==> src/rtl/cache_data_store.sv <==
// cache_data_store
//   Instruction cache data array: 2 lines x 2 ways x 8 words x 8 bits, with one
//   valid bit per line/way. A sequencer fills a way with eight in-order word writes.
//   A small fill FSM checks that sequence, sets the way's valid bit once the fill
//   completes and raises a sticky error flag on any protocol violation.
//
// Ports
//   clk            in   system clock, rising edge
//   sync_reset     in   synchronous active-high reset
//   cache_wren     in   fill write strobe
//   cache_wrline   in   fill line index
//   cache_wrentry  in   fill way index
//   cache_wroffset in   fill word offset [2:0]
//   rom_data       in   fill data [7:0]
//   cache_rdline   in   read line index
//   cache_rdentry  in   read way index
//   cache_rdoffset in   read word offset [2:0]
//   pm_data        out  read data [7:0] (combinational, forwarded, 0 when invalid)
//   rd_valid       out  valid bit of the addressed line/way
//   fill_active    out  fill FSM in FILL
//   fill_done      out  one-cycle pulse after the eighth word
//   fill_err       out  sticky protocol-violation flag
module cache_data_store (
    input  logic       clk,
    input  logic       sync_reset,
    input  logic       cache_wren,
    input  logic       cache_wrline,
    input  logic       cache_wrentry,
    input  logic [2:0] cache_wroffset,
    input  logic [7:0] rom_data,
    input  logic       cache_rdline,
    input  logic       cache_rdentry,
    input  logic [2:0] cache_rdoffset,
    output logic [7:0] pm_data,
    output logic       rd_valid,
    output logic       fill_active,
    output logic       fill_done,
    output logic       fill_err
);

    typedef enum logic [1:0] {StIdle, StFill, StDone} state_e;

    state_e     state_q, state_d;
    logic [2:0] exp_off_q, exp_off_d;
    logic       fill_line_q, fill_line_d;
    logic       fill_way_q, fill_way_d;
    logic [3:0] valid_q, valid_d;
    logic       err_q, err_d;
    logic [7:0] mem_q [32];

    logic [4:0] wr_addr, rd_addr;
    logic [1:0] wr_way_idx, rd_way_idx, fill_idx;
    logic       fwd;

    assign wr_way_idx = {cache_wrline, cache_wrentry};
    assign rd_way_idx = {cache_rdline, cache_rdentry};
    assign fill_idx   = {fill_line_q, fill_way_q};
    assign wr_addr    = {wr_way_idx, cache_wroffset};
    assign rd_addr    = {rd_way_idx, cache_rdoffset};

    always_comb begin
        state_d     = state_q;
        exp_off_d   = exp_off_q;
        fill_line_d = fill_line_q;
        fill_way_d  = fill_way_q;
        valid_d     = valid_q;
        err_d       = err_q;
        unique case (state_q)
            // DONE lasts one cycle and accepts new writes exactly like IDLE, so a
            // back-to-back fill can start on the same edge that validates the old one.
            StIdle, StDone: begin
                state_d = StIdle;
                if (state_q == StDone) begin
                    valid_d[fill_idx] = 1'b1;
                end
                if (cache_wren) begin
                    if (cache_wroffset == 3'd0) begin
                        state_d     = StFill;
                        fill_line_d = cache_wrline;
                        fill_way_d  = cache_wrentry;
                        exp_off_d   = 3'd1;
                        // Applied after the DONE set: refilling the same way invalidates it.
                        valid_d[wr_way_idx] = 1'b0;
                    end else begin
                        err_d = 1'b1;
                    end
                end
            end
            StFill: begin
                if (cache_wren && cache_wroffset == exp_off_q &&
                    cache_wrline == fill_line_q && cache_wrentry == fill_way_q) begin
                    exp_off_d = exp_off_q + 3'd1;
                    if (cache_wroffset == 3'd7) begin
                        state_d = StDone;
                    end
                end else begin
                    err_d   = 1'b1;
                    state_d = StIdle;
                end
            end
            default: state_d = StIdle;
        endcase
    end

    always_ff @(posedge clk) begin
        if (sync_reset) begin
            state_q     <= StIdle;
            exp_off_q   <= 3'd0;
            fill_line_q <= 1'b0;
            fill_way_q  <= 1'b0;
            valid_q     <= 4'b0000;
            err_q       <= 1'b0;
        end else begin
            state_q     <= state_d;
            exp_off_q   <= exp_off_d;
            fill_line_q <= fill_line_d;
            fill_way_q  <= fill_way_d;
            valid_q     <= valid_d;
            err_q       <= err_d;
        end
    end

    // Data array is never cleared; the valid bits gate what is visible.
    always_ff @(posedge clk) begin
        if (!sync_reset && cache_wren) begin
            mem_q[wr_addr] <= rom_data;
        end
    end

    assign fwd = cache_wren && (wr_addr == rd_addr);

    always_comb begin
        pm_data = 8'h00;
        if (fwd) begin
            pm_data = rom_data;
        end else if (valid_q[rd_way_idx]) begin
            pm_data = mem_q[rd_addr];
        end
    end

    assign rd_valid    = valid_q[rd_way_idx];
    assign fill_active = (state_q == StFill);
    assign fill_done   = (state_q == StDone);
    assign fill_err    = err_q;

endmodule

==> config.mk <==
export PLATFORM = sky130hd
export DESIGN_NAME = cache_data_store
export DESIGN_NICKNAME = d
export VERILOG_FILES = /design/src/rtl/cache_data_store.sv
export SDC_FILE = /design/constraint.sdc
export NUM_CORES = 1
export LEC_CHECK = 0
export CORE_ASPECT_RATIO = 0.5
export CORE_UTILIZATION = 24
export CTS_CLUSTER_SIZE = 8
export DETAILED_ROUTE_END_ITERATION = 6
export PLACE_DENSITY = 0.5
export SLEW_MARGIN = 30
export SYNTH_ARGS = -nofsm -noshare
export SYNTH_HDL_FRONTEND = slang
export SYNTH_SLANG_ARGS = --single-unit
export TNS_END_PERCENT = 50
==> constraint.sdc <==
create_clock -name clk -period 2.4 [get_ports clk]
set_input_delay 0.48 -clock clk [delete_from_list [all_inputs] [get_ports clk]]
set_output_delay 0.48 -clock clk [all_outputs]
set_load 0.1 [all_outputs]
==> run_summary.xml <==
<?xml version="1.0" encoding="UTF-8"?>
<metrics>
  <group name="layout">
    <metric name="layout.cells.non_filler" unit="">1418</metric>
    <metric name="nets" unit="">833</metric>
    <metric name="design_area" unit="um^2">14530</metric>
    <metric name="post_route_cells_drive_above_1_share" unit="%">34.51</metric>
    <metric name="insertedDiodeCount" unit="">0</metric>
    <metric name="areaGrowthSynthToFinish" unit="%">31.88</metric>
  </group>
  <group name="critical_path">
    <metric name="critPathLaunchType" unit="">flip-flop</metric>
    <metric name="worst-endpoint-arrival" unit="ns">2.37</metric>
    <metric name="crit_path_end_kind" unit="">primary output</metric>
    <metric name="setup.worst_path.class" unit="">reg2out</metric>
    <metric name="critPathRequiredTime" unit="ns">1.92</metric>
    <metric name="timing.critical_path.fanout_max" unit="">2</metric>
  </group>
  <group name="sta">
    <metric name="worstMarginPinSlew" unit="ns">0.4216</metric>
    <metric name="finalWorstSetupSlack" unit="ns">-0.4458</metric>
    <metric name="setup_viol" unit="">8</metric>
    <metric name="hold_violations" unit="">0</metric>
    <metric name="timing.hold.ws" unit="ns">0.4910</metric>
    <metric name="slew_headroom" unit="%">71.82</metric>
    <metric name="layout_worst_path_cycle_share" unit="%">118.6</metric>
    <metric name="setup_repair_after_global_routing_missed_its_margin" unit="">true</metric>
    <metric name="fin_worst_skew" unit="ns">0.002239</metric>
    <metric name="period_minus_slack" unit="ns">2.846</metric>
    <metric name="timing_max_transition_violations_final" unit="">0</metric>
    <metric name="timing.fmax" unit="GHz">0.3514</metric>
  </group>
  <group name="place">
    <metric name="place_inst" unit="">1360</metric>
    <metric name="placed_area" unit="um^2">13120</metric>
    <metric name="place.port_buffers" unit="">32</metric>
    <metric name="detailed_place_hpwl" unit="mm">19.39</metric>
    <metric name="post-place-ws" unit="ns">-0.8012</metric>
    <metric name="finalWeightedCongestion" unit="">0.8106</metric>
  </group>
  <group name="cts">
    <metric name="cts-htree-levels" unit="">2</metric>
    <metric name="cts.root.buffer_cell" unit="">clkbuf_16</metric>
    <metric name="cts_buffers" unit="">39</metric>
    <metric name="cts.sinks" unit="">268</metric>
    <metric name="clock_path_buffers" unit="">3</metric>
    <metric name="clock_tree_from_tritoncts" unit="">built</metric>
    <metric name="insertion_delay" unit="ns">0.51</metric>
    <metric name="holdBufCountCts" unit="">0</metric>
    <metric name="clk_pin_slew" unit="ns">0.05</metric>
  </group>
  <group name="global_route">
    <metric name="grt_antenna_before_repair" unit="">0</metric>
    <metric name="grt_start_max_net_pins" unit="">33</metric>
    <metric name="grt_util_all_layers" unit="%">12.29</metric>
    <metric name="gr-total-overflow" unit="">0</metric>
    <metric name="first_global_vias" unit="">6670</metric>
    <metric name="wire_length_of_the_first_global_routing_pass" unit="mm">42.95</metric>
  </group>
  <group name="drt">
    <metric name="routedWlPerCell" unit="um">19.92</metric>
    <metric name="drtPass1Iterations" unit="">6</metric>
    <metric name="detailedRoute.firstIterationViolations" unit="">440</metric>
    <metric name="wire_length_after_detailed_routing" unit="mm">28.25</metric>
    <metric name="antenna_left" unit="">0</metric>
    <metric name="dr_total_vias" unit="">6226</metric>
    <metric name="viasPerCell" unit="">4.391</metric>
    <metric name="drcViolationCount" unit="">0</metric>
  </group>
  <group name="yosys">
    <metric name="seq_area_frac_synth" unit="%">71.96</metric>
    <metric name="mappedNetlistArea" unit="um^2">11020</metric>
    <metric name="synthFlopType" unit="">edfxtp_1</metric>
    <metric name="post_syn_instances" unit="">635</metric>
    <metric name="synth.distinct_cells" unit="">46</metric>
    <metric name="synthArstFlopShare" unit="%">0</metric>
    <metric name="number_of_synthesized_flops_with_an_enable_pin" unit="">256</metric>
    <metric name="syn_nets" unit="">657</metric>
    <metric name="yosys_warnings" unit="">0</metric>
    <metric name="avgSynthCellArea" unit="um^2">17.35</metric>
    <metric name="synth_seq_cells" unit="">268</metric>
  </group>
  <group name="outcome">
    <metric name="outcome" unit="">finished, violations left</metric>
    <metric name="violations_in_the_final_reports" unit="">setup timing</metric>
  </group>
  <group name="die">
    <metric name="floorplan.rows" unit="">55</metric>
    <metric name="die_area" unit="um^2">46820</metric>
    <metric name="dieWidth" unit="um">305.0</metric>
    <metric name="start_util" unit="%">24.37</metric>
    <metric name="coreArea" unit="um^2">45210</metric>
    <metric name="die_height" unit="um">153.5</metric>
    <metric name="boundaryPins" unit="">33</metric>
  </group>
  <group name="power">
    <metric name="power.static_leakage" unit="nW">5.030</metric>
    <metric name="finalPower" unit="mW">10.67</metric>
    <metric name="clock_power_share" unit="%">44.4</metric>
    <metric name="sw_frac_of_total" unit="%">21.29</metric>
    <metric name="ir_worst_vdd" unit="mV">0.4363</metric>
    <metric name="sequentialPowerShare" unit="%">48.5</metric>
    <metric name="cell_pwr_density" unit="nW/um^2">734.2</metric>
    <metric name="comb_power_share" unit="%">7.1</metric>
    <metric name="cell_internal_pwr" unit="mW">8.396</metric>
    <metric name="power.net_switching" unit="mW">2.271</metric>
  </group>
  <group name="job">
    <metric name="max-cap-violations" unit="">0</metric>
  </group>
  <group name="hold_path">
    <metric name="holdCritPathClass" unit="">reg2reg</metric>
  </group>
</metrics>
-- kinds of logic after synthesis --
family | share of synthesized area [%]
flip-flops | 71.96
AND/OR/NAND/NOR | 5.656
multiplexers | 13.97
AO/OA/AOI/OAI | 5.054
buffers and inverters | 2.374
XOR/XNOR | 0.8746
adder cells (fa/ha/maj) | 0.1136
-- cells in the mapped netlist (3+ instances only) --
library cell	count	area share (%)
nor3_1	10	0.45
edfxtp_1	256	70
and2_1	4	0.23
buf_6	4	0.41
buf_1	3	0.10
a32o_1	4	0.36
dfxtp_1	12	2.2
a21oi_1	18	0.82
o2111ai_1	5	0.40
nand3_1	11	0.50
nor2_1	46	1.6
clkbuf_1	10	0.34
nor3b_1	6	0.41
mux4_2	28	5.7
nand2b_1	10	0.57
xor2_1	9	0.72
mux2i_1	72	6.5
nand3b_1	3	0.20
a211oi_1	5	0.34
buf_2	9	0.41
buf_4	10	0.68
mux2_2	5	0.51
nor2b_1	13	0.74
a31oi_1	3	0.17
mux4_1	5	1.2
o21ai_0	6	0.27
a22oi_1	23	1.6
nand2_1	19	0.65
-- worst paths after layout --
check / from / end / slack, ns / cells after the start
max reg2reg: fill_line_q$_SDFFE_PP0N_ / exp_off_q[1]$_SDFFE_PP0P_ / 1.01 / 6
min: fill_err$_SDFFE_PP0P_ / fill_err$_SDFFE_PP0P_ / 0.49 / 2
min reg2reg: fill_err$_SDFFE_PP0P_ / fill_err$_SDFFE_PP0P_ / 0.49 / 2
max: mem_q[31][2]$_DFFE_PP_ / pm_data[2] / -0.45 / 7
-- sequential cells by signal (all words and copies together), names as in the netlist --
signal / cells
fill_line_q: 1
mem_q: 256
state_q: 2
fill_err: 1
fill_way_q: 1
valid_q: 4
exp_off_q: 3
-- stage by stage --
stage               util (%)  setup TNS, ns
finish                 32.14         -2.874
global route           32.14         -3.423
CTS                    32.07         -3.097
detailed placement     29.01         -7.777
global placement       29.01         -5.293
floorplan                  -         -4.712
-- what timing repair did --
| action | 4_1_cts | 5_1_grt |
|---|---|---|
| pin swaps | 20 | 3 |
| endpoints found under the setup margin | 9 | 8 |
| gates resized for setup | 79 | 7 |
| setup buffers | 9 | 0 |
| cloned | 1 | 0 |
-- critical path: stages, from the launching register on --
cell       delay, ns
edfxtp_1        0.39
mux4_2          0.49
nand2b_4        0.16
o2111ai_4       0.10
buf_6           0.13
nand3_4         0.08
a32o_4          0.33
buf_12          0.16
-- cell usage in the layout, fill, tap and decap left out, types with 4 or more instances in the layout --
master	instances
nand3_1	7
nor2b_1	11
buf_6	9
a21oi_2	6
nor3b_1	5
edfxtp_1	256
dlygate4sd2_1	6
xor2_1	9
clkdlybuf4s50_1	11
clkbuf_16	39
mux2i_2	4
buf_12	19
nor2_1	44
a211oi_1	4
nor3_1	10
a21oi_1	12
nand2b_4	4
mux2_4	4
nand2b_1	6
nand2_1	18
mux4_2	31
dfxtp_1	12
a22oi_1	20
buf_4	124
mux2i_1	68
clkbuf_1	7
-- final cells by class --
class / instances / area (um^2)
fillers: 4331 / 30680
well taps: 598 / 748.2
multi-input cells: 327 / 3164
repair buffers: 173 / 1648
inverters: 2 / 7.507
clock inverters: 4 / 31.28
flip-flops and latches: 268 / 7928
clock buffers: 46 / 1002
-- per-layer routing --
metal	track usage, %	vias to the layer above	wire length, um	share of wire [%]
li1	-	2868	-	-
met1	16.67	3170	12930	46
met2	20.07	132	13420	47
met3	1.861	56	1078	3.8
met4	4.233	0	825	2.9
met5	0.2022	-	0	0
-- power by group through the flow --
stage / Sequential (mW) / Clock (mW) / Combinational (mW)
after floorplan: 5.27 / 0 / 0.336
after global placement: 5.26 / 0 / 0.680
after detailed placement: 5.26 / 0 / 0.687
after CTS: 5.17 / 4.84 / 0.759
after global routing: 5.17 / 5.04 / 0.803
final: 5.17 / 4.74 / 0.754
(Power assumes the default switching activity.)
